==> src/rtl/pipe_stage_elastic_if.sv <==
// Handshake bundle for pipe_stage_elastic. The upstream and downstream beats, the flush and the
// performance counters travel together, so a stage boundary is a single port.
interface pipe_stage_elastic_if #(
    parameter int WIDTH = 32,
    parameter int NCH   = 4,
    parameter int CNT_W = 16
);
    logic                 in_valid;
    logic                 in_ready;
    logic [NCH*WIDTH-1:0] in_data;
    logic                 flush;
    logic                 out_valid;
    logic                 out_ready;
    logic [NCH*WIDTH-1:0] out_data;
    logic [CNT_W-1:0]     flush_cnt;
    logic [CNT_W-1:0]     bubble_cnt;

    // master: the surrounding pipeline, which drives beats in and consumes beats out
    modport master (
        output in_valid, in_data, flush, out_ready,
        input  in_ready, out_valid, out_data, flush_cnt, bubble_cnt
    );

    // slave: the stage itself
    modport slave (
        input  in_valid, in_data, flush, out_ready,
        output in_ready, out_valid, out_data, flush_cnt, bubble_cnt
    );
endinterface

==> src/rtl/pipe_stage_elastic.sv <==
// Elastic pipeline stage: NCH channels of WIDTH bits behind a 2-entry skid buffer, with a
// bubble-injecting flush and saturating flush/bubble counters.
module pipe_stage_elastic #(
    parameter int               WIDTH     = 32,
    parameter int               NCH       = 4,
    parameter logic [WIDTH-1:0] NOP_VALUE = WIDTH'(32'h00000013),
    parameter int               CNT_W     = 16
) (
    input logic                clk,
    input logic                rst,
    pipe_stage_elastic_if.slave bus
);
    typedef enum logic [1:0] {EMPTY, ONE, TWO} state_t;

    localparam logic [NCH*WIDTH-1:0] NOP_ALL = {NCH{NOP_VALUE}};
    localparam logic [CNT_W-1:0]     CNT_MAX = '1;

    state_t               state;
    logic [NCH*WIDTH-1:0] main_q;
    logic [NCH*WIDTH-1:0] skid_q;
    logic                 in_ready_q;
    logic                 out_valid_q;
    logic [CNT_W-1:0]     flush_cnt_q;
    logic [CNT_W-1:0]     bubble_cnt_q;
    logic                 up_fire;
    logic                 down_fire;

    // Fires are taken from the registered flags, so in_ready never depends on out_ready.
    assign up_fire   = bus.in_valid & in_ready_q;
    assign down_fire = out_valid_q & bus.out_ready;

    assign bus.in_ready   = in_ready_q;
    assign bus.out_valid  = out_valid_q;
    assign bus.out_data   = out_valid_q ? main_q : NOP_ALL;
    assign bus.flush_cnt  = flush_cnt_q;
    assign bus.bubble_cnt = bubble_cnt_q;

    // NOTE: sequential state uses non-blocking assignments only, so every register in this block
    // samples pre-edge values and the case arms cannot see each other's updates.
    always_ff @(posedge clk or posedge rst) begin
        if (rst) begin
            // NOTE: both data entries are real registers and are reset explicitly, so no stale beat
            // can reappear after reset.
            state       <= EMPTY;
            main_q      <= NOP_ALL;
            skid_q      <= NOP_ALL;
            in_ready_q  <= 1'b1;
            out_valid_q <= 1'b0;
        end else if (bus.flush) begin
            state       <= EMPTY;
            main_q      <= NOP_ALL;
            skid_q      <= NOP_ALL;
            in_ready_q  <= 1'b1;
            out_valid_q <= 1'b0;
        end else begin
            case (state)
                EMPTY: begin
                    if (up_fire) begin
                        state       <= ONE;
                        main_q      <= bus.in_data;
                        out_valid_q <= 1'b1;
                    end
                end
                ONE: begin
                    if (up_fire && down_fire) begin
                        main_q <= bus.in_data;
                    end else if (up_fire) begin
                        state      <= TWO;
                        skid_q     <= bus.in_data;
                        in_ready_q <= 1'b0;
                    end else if (down_fire) begin
                        state       <= EMPTY;
                        out_valid_q <= 1'b0;
                    end
                end
                TWO: begin
                    // Upstream is stalled here, so only the drain into main can happen.
                    if (down_fire) begin
                        state      <= ONE;
                        main_q     <= skid_q;
                        in_ready_q <= 1'b1;
                    end
                end
                default: begin
                    state       <= EMPTY;
                    in_ready_q  <= 1'b1;
                    out_valid_q <= 1'b0;
                end
            endcase
        end
    end

    // Both counters stick at all-ones instead of wrapping.
    always_ff @(posedge clk or posedge rst) begin
        if (rst) begin
            flush_cnt_q  <= '0;
            bubble_cnt_q <= '0;
        end else begin
            if (bus.flush && flush_cnt_q != CNT_MAX) begin
                flush_cnt_q <= flush_cnt_q + 1'b1;
            end
            if (!out_valid_q && bubble_cnt_q != CNT_MAX) begin
                bubble_cnt_q <= bubble_cnt_q + 1'b1;
            end
        end
    end
endmodule
==> src/flat_wrapper.sv <==
// flat-port wrapper written by rule: the top's interface ports become plain ports
module pipe_stage_elastic_flat 
#(
    parameter int               WIDTH     = 32,
    parameter int               NCH       = 4,
    parameter logic [WIDTH-1:0] NOP_VALUE = WIDTH'(32'h00000013),
    parameter int               CNT_W     = 16
)
  (clk, rst, bus_in_valid, bus_in_data, bus_flush, bus_out_ready, bus_in_ready, bus_out_valid, bus_out_data, bus_flush_cnt, bus_bubble_cnt);
  pipe_stage_elastic_if #(.WIDTH(WIDTH), .NCH(NCH), .CNT_W(CNT_W)) bus_i ();
  input logic clk;
  input logic rst;
  input wire logic [$bits(bus_i.in_valid)-1:0] bus_in_valid;
  input wire logic [$bits(bus_i.in_data)-1:0] bus_in_data;
  input wire logic [$bits(bus_i.flush)-1:0] bus_flush;
  input wire logic [$bits(bus_i.out_ready)-1:0] bus_out_ready;
  output wire logic [$bits(bus_i.in_ready)-1:0] bus_in_ready;
  output wire logic [$bits(bus_i.out_valid)-1:0] bus_out_valid;
  output wire logic [$bits(bus_i.out_data)-1:0] bus_out_data;
  output wire logic [$bits(bus_i.flush_cnt)-1:0] bus_flush_cnt;
  output wire logic [$bits(bus_i.bubble_cnt)-1:0] bus_bubble_cnt;
  assign bus_i.in_valid = bus_in_valid;
  assign bus_i.in_data = bus_in_data;
  assign bus_i.flush = bus_flush;
  assign bus_i.out_ready = bus_out_ready;
  assign bus_in_ready = bus_i.in_ready;
  assign bus_out_valid = bus_i.out_valid;
  assign bus_out_data = bus_i.out_data;
  assign bus_flush_cnt = bus_i.flush_cnt;
  assign bus_bubble_cnt = bus_i.bubble_cnt;
  pipe_stage_elastic #(.WIDTH(WIDTH), .NCH(NCH), .NOP_VALUE(NOP_VALUE), .CNT_W(CNT_W)) u_core (.clk(clk), .rst(rst), .bus(bus_i));
endmodule
==> config.mk <==
export PLATFORM = sky130hd
export DESIGN_NAME = pipe_stage_elastic_flat
export DESIGN_NICKNAME = d
export VERILOG_FILES = /design/src/rtl/pipe_stage_elastic_if.sv /design/src/rtl/pipe_stage_elastic.sv /design/src/flat_wrapper.sv
export SDC_FILE = /design/constraint.sdc
export NUM_CORES = 1
export LEC_CHECK = 0
export ABC_AREA = 1
export BUFFER_PORTS_ARGS = -buffer_cell sky130_fd_sc_hd__buf_2
export CORE_UTILIZATION = 60
export CTS_BUF_LIST = sky130_fd_sc_hd__clkbuf_8 sky130_fd_sc_hd__clkbuf_16
export DETAILED_ROUTE_END_ITERATION = 10
export GPL_TIMING_DRIVEN = 0
export PLACE_DENSITY = 0.95
export REMOVE_ABC_BUFFERS = 1
export SKIP_LAST_GASP = 1
export SYNTH_ARGS = -nofsm -noshare
export SYNTH_HDL_FRONTEND = slang
export SYNTH_SLANG_ARGS = --single-unit
export TNS_END_PERCENT = 1
==> constraint.sdc <==
create_clock -name clk -period 22.2 [get_ports clk]
set_input_delay 2.22 -clock clk [delete_from_list [all_inputs] [get_ports clk]]
set_output_delay 2.22 -clock clk [all_outputs]
set_load 0.01 [all_outputs]
==> metrics.md <==
| Metric | Value |
|---|---|
| Net Sw Power | `about 730 uW` |
| Final WL | `approximately 38 mm` |
| Fmax achieved | `about 0.2 GHz` |
| Initial core utilization | `about three fifths` |
| Post-CTS resize count | `0` |
| Setup WS pre-CTS | `17.04 ns` |
| Core area | `around 0.025 mm^2` |
| Logic pwr share | `~34%` |
| Final setup viols | `0` |
| GRT overflow | `0` |
| Final worst path period share | `between 20% and 30%` |
| Final setup margin | `approximately 17 ns` |
| Leak Pwr | `between 9 and 10 nW` |
| Clock Skew | `around 0.0085 ns` |
| PortBufs | `between 200 and 300` |
| Area of the multi-input gates | `about 0.006 mm^2` |
| Area growth from synthesis to layout | `15.6%` |
| Worst Tran Pin Value | `~1.1 ns` |
| WL per Instance | `15.6 um` |
| Die Footprint | `around 0.026 mm^2` |
| Register area | `approximately 0.0073 mm^2` |
| Crit path launch | `u_core.bus.out_valid$_DFFE_PP0P_` |
| Reg2reg end | `u_core.main_q[72]$_DFFE_PP0P_` |
| Die H | `161 um` |
| Die Span X | `approximately 160 um` |
| CTS tree | `yes` |
| Synth Cell Area | `0.0151 mm^2` |
| Max_slew headroom | `~29%` |
| Sequential share of power | `between 40% and 50%` |
| H-tree depth | `1` |
| Initial DRC Count | `about 1300` |
| DRC Markers | `0` |
| Clock buffer count from CTS | `31` |
| Final Hold Vio Count | `0` |
| CP Data Arrival Time | `about 2.7 ns` |
| CTS Buffer Depth | `3` |
| Status | `finished clean` |
| Root buffer cell | `clkbuf_16` |
| CP peak stage delay | `~0.86 ns` |
| CTS Hold Bufs | `0` |
| Finished Cell Area | `roughly 0.017 mm^2` |
| Setup slack, reg-to-reg | `18.82 ns` |
| Max-cap check violation count | `0` |
| Vias/cell | `~5.6` |
| Post-synthesis cell type count | `31` |
| Fin util | `between 70 and 80%` |
| Via Count | `between 10000 and 15000` |
| GR Util All Layers | `between 20% and 30%` |
| Placer Congestion | `0.901` |
| Sequence of cells on the critical path | `buf_16 > inv_1 > or2_2 > buf_2` |
| RSZ-0062 raised after global routing | `false` |
| Detailed placer's ending HPWL | `23.3 mm` |
| Mapped Cells | `between 1500 and 2000` |
| # IOs | `a little under 300` |
| Clk pin slew, worst setup/hold paths | `0.06 ns` |
| Slowest stage cell, crit path | `dfrtp_4` |
| Post-CTS Setup Bufs | `0` |
| Largest net degree at the start of global routing | `~160` |
| CP Data Required Time | `around 20 ns` |
| CTS sink count | `roughly 290` |
| Hold crit path type | `reg2reg` |
| Routed Antenna Nets | `0` |
| Fin Setup TNS | `0 ns` |
| Power density over the cells | `between 100 and 150 mW/mm^2` |
| Nets | `around 2200` |
| Clock Power Share | `26.3%` |
| Fillcell total | `~1800` |
| CP Capture Type | `output port` |
| Non-filler cells, final | `roughly 2400` |
| Number of global-route vias before repair | `about 13000` |
| Switching share of power | `between 30% and 40%` |
| FF+latch count, synth | `roughly 290` |
| Crit Path Class | `reg2out` |
| Startpoint types | `register` |
| Sequential element share of the synthesized area | `between 40 and 50%` |
| Beginning of the worst hold path | `u_core.main_q[97]$_DFFE_PP1P_` |
| Skew-Pair Late Insertion Delay | `0.55 ns` |
| # rows | `57` |
| Initial antenna violation count | `2` |
| Dpl cells | `roughly 2400` |
| Worst reg2reg path startpoint | `u_core.state[0]$_DFFE_PP0P_` |
| Final worst path period need | `between 4 and 5 ns` |
| Syn Area/Cell | `between 8 and 9 um^2` |
| R2R depth | `10` |
| Internal power | `around 1.2 mW` |
| Crit path max fanout | `~70` |
| Worst Hold End | `u_core.main_q[97]$_DFFE_PP1P_` |
| First-pass DRT Iterations | `6` |
| Placed cell areas | `0.0165 mm^2` |
| Synthesis warning total | `0` |
| Worst Hold Depth | `2` |
| First-pass GRT wire length | `roughly 63 mm` |
| Layout cells sized above 1 | `23.5%` |
| Max Slew Vio Count | `0` |
| Worst vdd ir | `between 0.09 and 0.1 mV` |
-- worst max path at each step --
stage / endpoint / depth (start not counted) / slack [ns]
after floorplan: u_core.bus.bubble_cnt[0]$_DFFE_PP0P_ / 1 / 11.96
after global placement: u_core.skid_q[101]$_DFFE_PP0P_ / 2 / 8.73
after detailed placement: u_core.main_q[119]$_DFFE_PP0P_ / 10 / 17.04
after CTS: bus_out_data[33] / 4 / 17.22
after global routing: bus_out_data[33] / 4 / 17.15
final: bus_out_data[33] / 4 / 17.27
-- worst max-delay path: cells and delay by family, from the launching register on --
| kind | cells | cell delay, ns |
|---|---|---|
| flops | 1 | 0.86 |
| simple gates | 1 | 0.40 |
| buf+inv | 3 | 0.87 |
-- cell usage after synthesis --
master / number / area [um^2]
nand2_1: 503 / 1890
dfstp_2: 25 / 657
dfrtp_1: 267 / 6680
o21ai_1: 46 / 230
nand2_2: 4 / 25.0
clkbuf_1: 35 / 131
a21oi_1: 1 / 5.00
buf_8: 1 / 15.0
xnor2_1: 4 / 35.0
clkbuf_2: 4 / 20.0
buf_2: 44 / 220
ha_1: 6 / 75.1
nand2_4: 2 / 22.5
a22oi_1: 12 / 90.1
nand4_1: 14 / 87.6
nor2_1: 78 / 293
nor2_2: 4 / 25.0
inv_1: 270 / 1010
nor3_1: 1 / 5.00
o21ai_0: 135 / 676
nand3_2: 1 / 10.0
nand3b_1: 6 / 45.0
inv_4: 1 / 6.26
xor2_1: 5 / 43.8
nand3_1: 133 / 666
o21ai_2: 82 / 718
buf_4: 17 / 128
inv_2: 1 / 3.75
or2_2: 24 / 150
buf_6: 26 / 293
o211ai_1: 116 / 871
-- cells by family (layout without fill, tap and decap cells) --
group / count (synthesis) / in the layout / share of synthesized area, %
xor+xnor: 9 / 9 / 0.521
other cells: 0 / 2 / 0
buf+inv: 399 / 629 / 12.1
fa+ha+maj: 6 / 6 / 0.496
simple gates: 770 / 770 / 21.3
compound gates: 392 / 392 / 17.1
flops: 292 / 292 / 48.5
-- through the flow --
stage	hold WS [ns]	power, mW
detailed placement	0.466	1.42
global route	0.481	2.04
floorplan	0.451	1.20
global placement	0.459	1.39
finish	0.472	1.92
CTS	0.474	1.93
-- registers in the layout (all words and copies together) (netlist names) --
register / count
u_core.bus.bubble_cnt: 16
u_core.bus.flush_cnt: 16
u_core.bus.in_ready: 1
u_core.bus.out_valid: 1
u_core.main_q: 128
u_core.skid_q: 128
u_core.state: 2
-- final cells by class --
type | instances | share of cell area (%)
Clock inverter | 16 | 0.672
Multi-Input combinational cell | 1177 | 34.3
Timing Repair Buffer | 303 | 9.83
Inverter | 272 | 5.92
Tap cell | 324 | 2.32
Clock buffer | 38 | 4.99
Sequential cell | 292 | 42.0
Antenna cell | 2 | 0.0286
-- metal layers --
metal | part of all wire, % | wire length, um | vias to the layer above | global-route usage [%]
li1 | - | - | 6393 | -
met1 | 40 | 15000 | 6522 | 37.1
met2 | 51 | 19100 | 582 | 50.0
met3 | 6.7 | 2540 | 103 | 4.98
met4 | 2.8 | 1080 | 2 | 9.65
met5 | 0.034 | 13 | - | 0
-- power groups by stage --
stage          clock, mW  combinational (mW)  sequential, mW
6_report           0.505               0.644           0.774
3_5_place_dp           0               0.640           0.777
4_1_cts            0.511               0.646           0.771
3_3_place_gp           0               0.606           0.787
2_1_floorplan          0               0.433           0.765
5_1_grt            0.531               0.716           0.788
-- cell usage in the layout (no fill, tap or decap) --
cell,n
nand2_8,2
a22oi_1,12
clkbuf_16,31
nand2_1,503
nand3b_1,6
o21ai_2,82
xnor2_1,4
dfrtp_4,1
ha_4,1
a21oi_1,1
xor2_1,5
bufinv_16,2
nor2_1,78
dfrtp_1,266
inv_1,279
nand3_1,133
nand2_4,1
buf_2,294
dfstp_2,25
nor3_1,1
inv_8,2
o21ai_1,46
or2_2,24
buf_16,9
o211ai_1,116
clkbuf_8,7
diode_2,2
nand4_1,14
nor2_2,4
nand3_2,1
nand2_2,3
clkinv_2,4
ha_1,5
o21ai_0,135
inv_2,1
No activity file was read; power rests on OpenSTA's default activity.
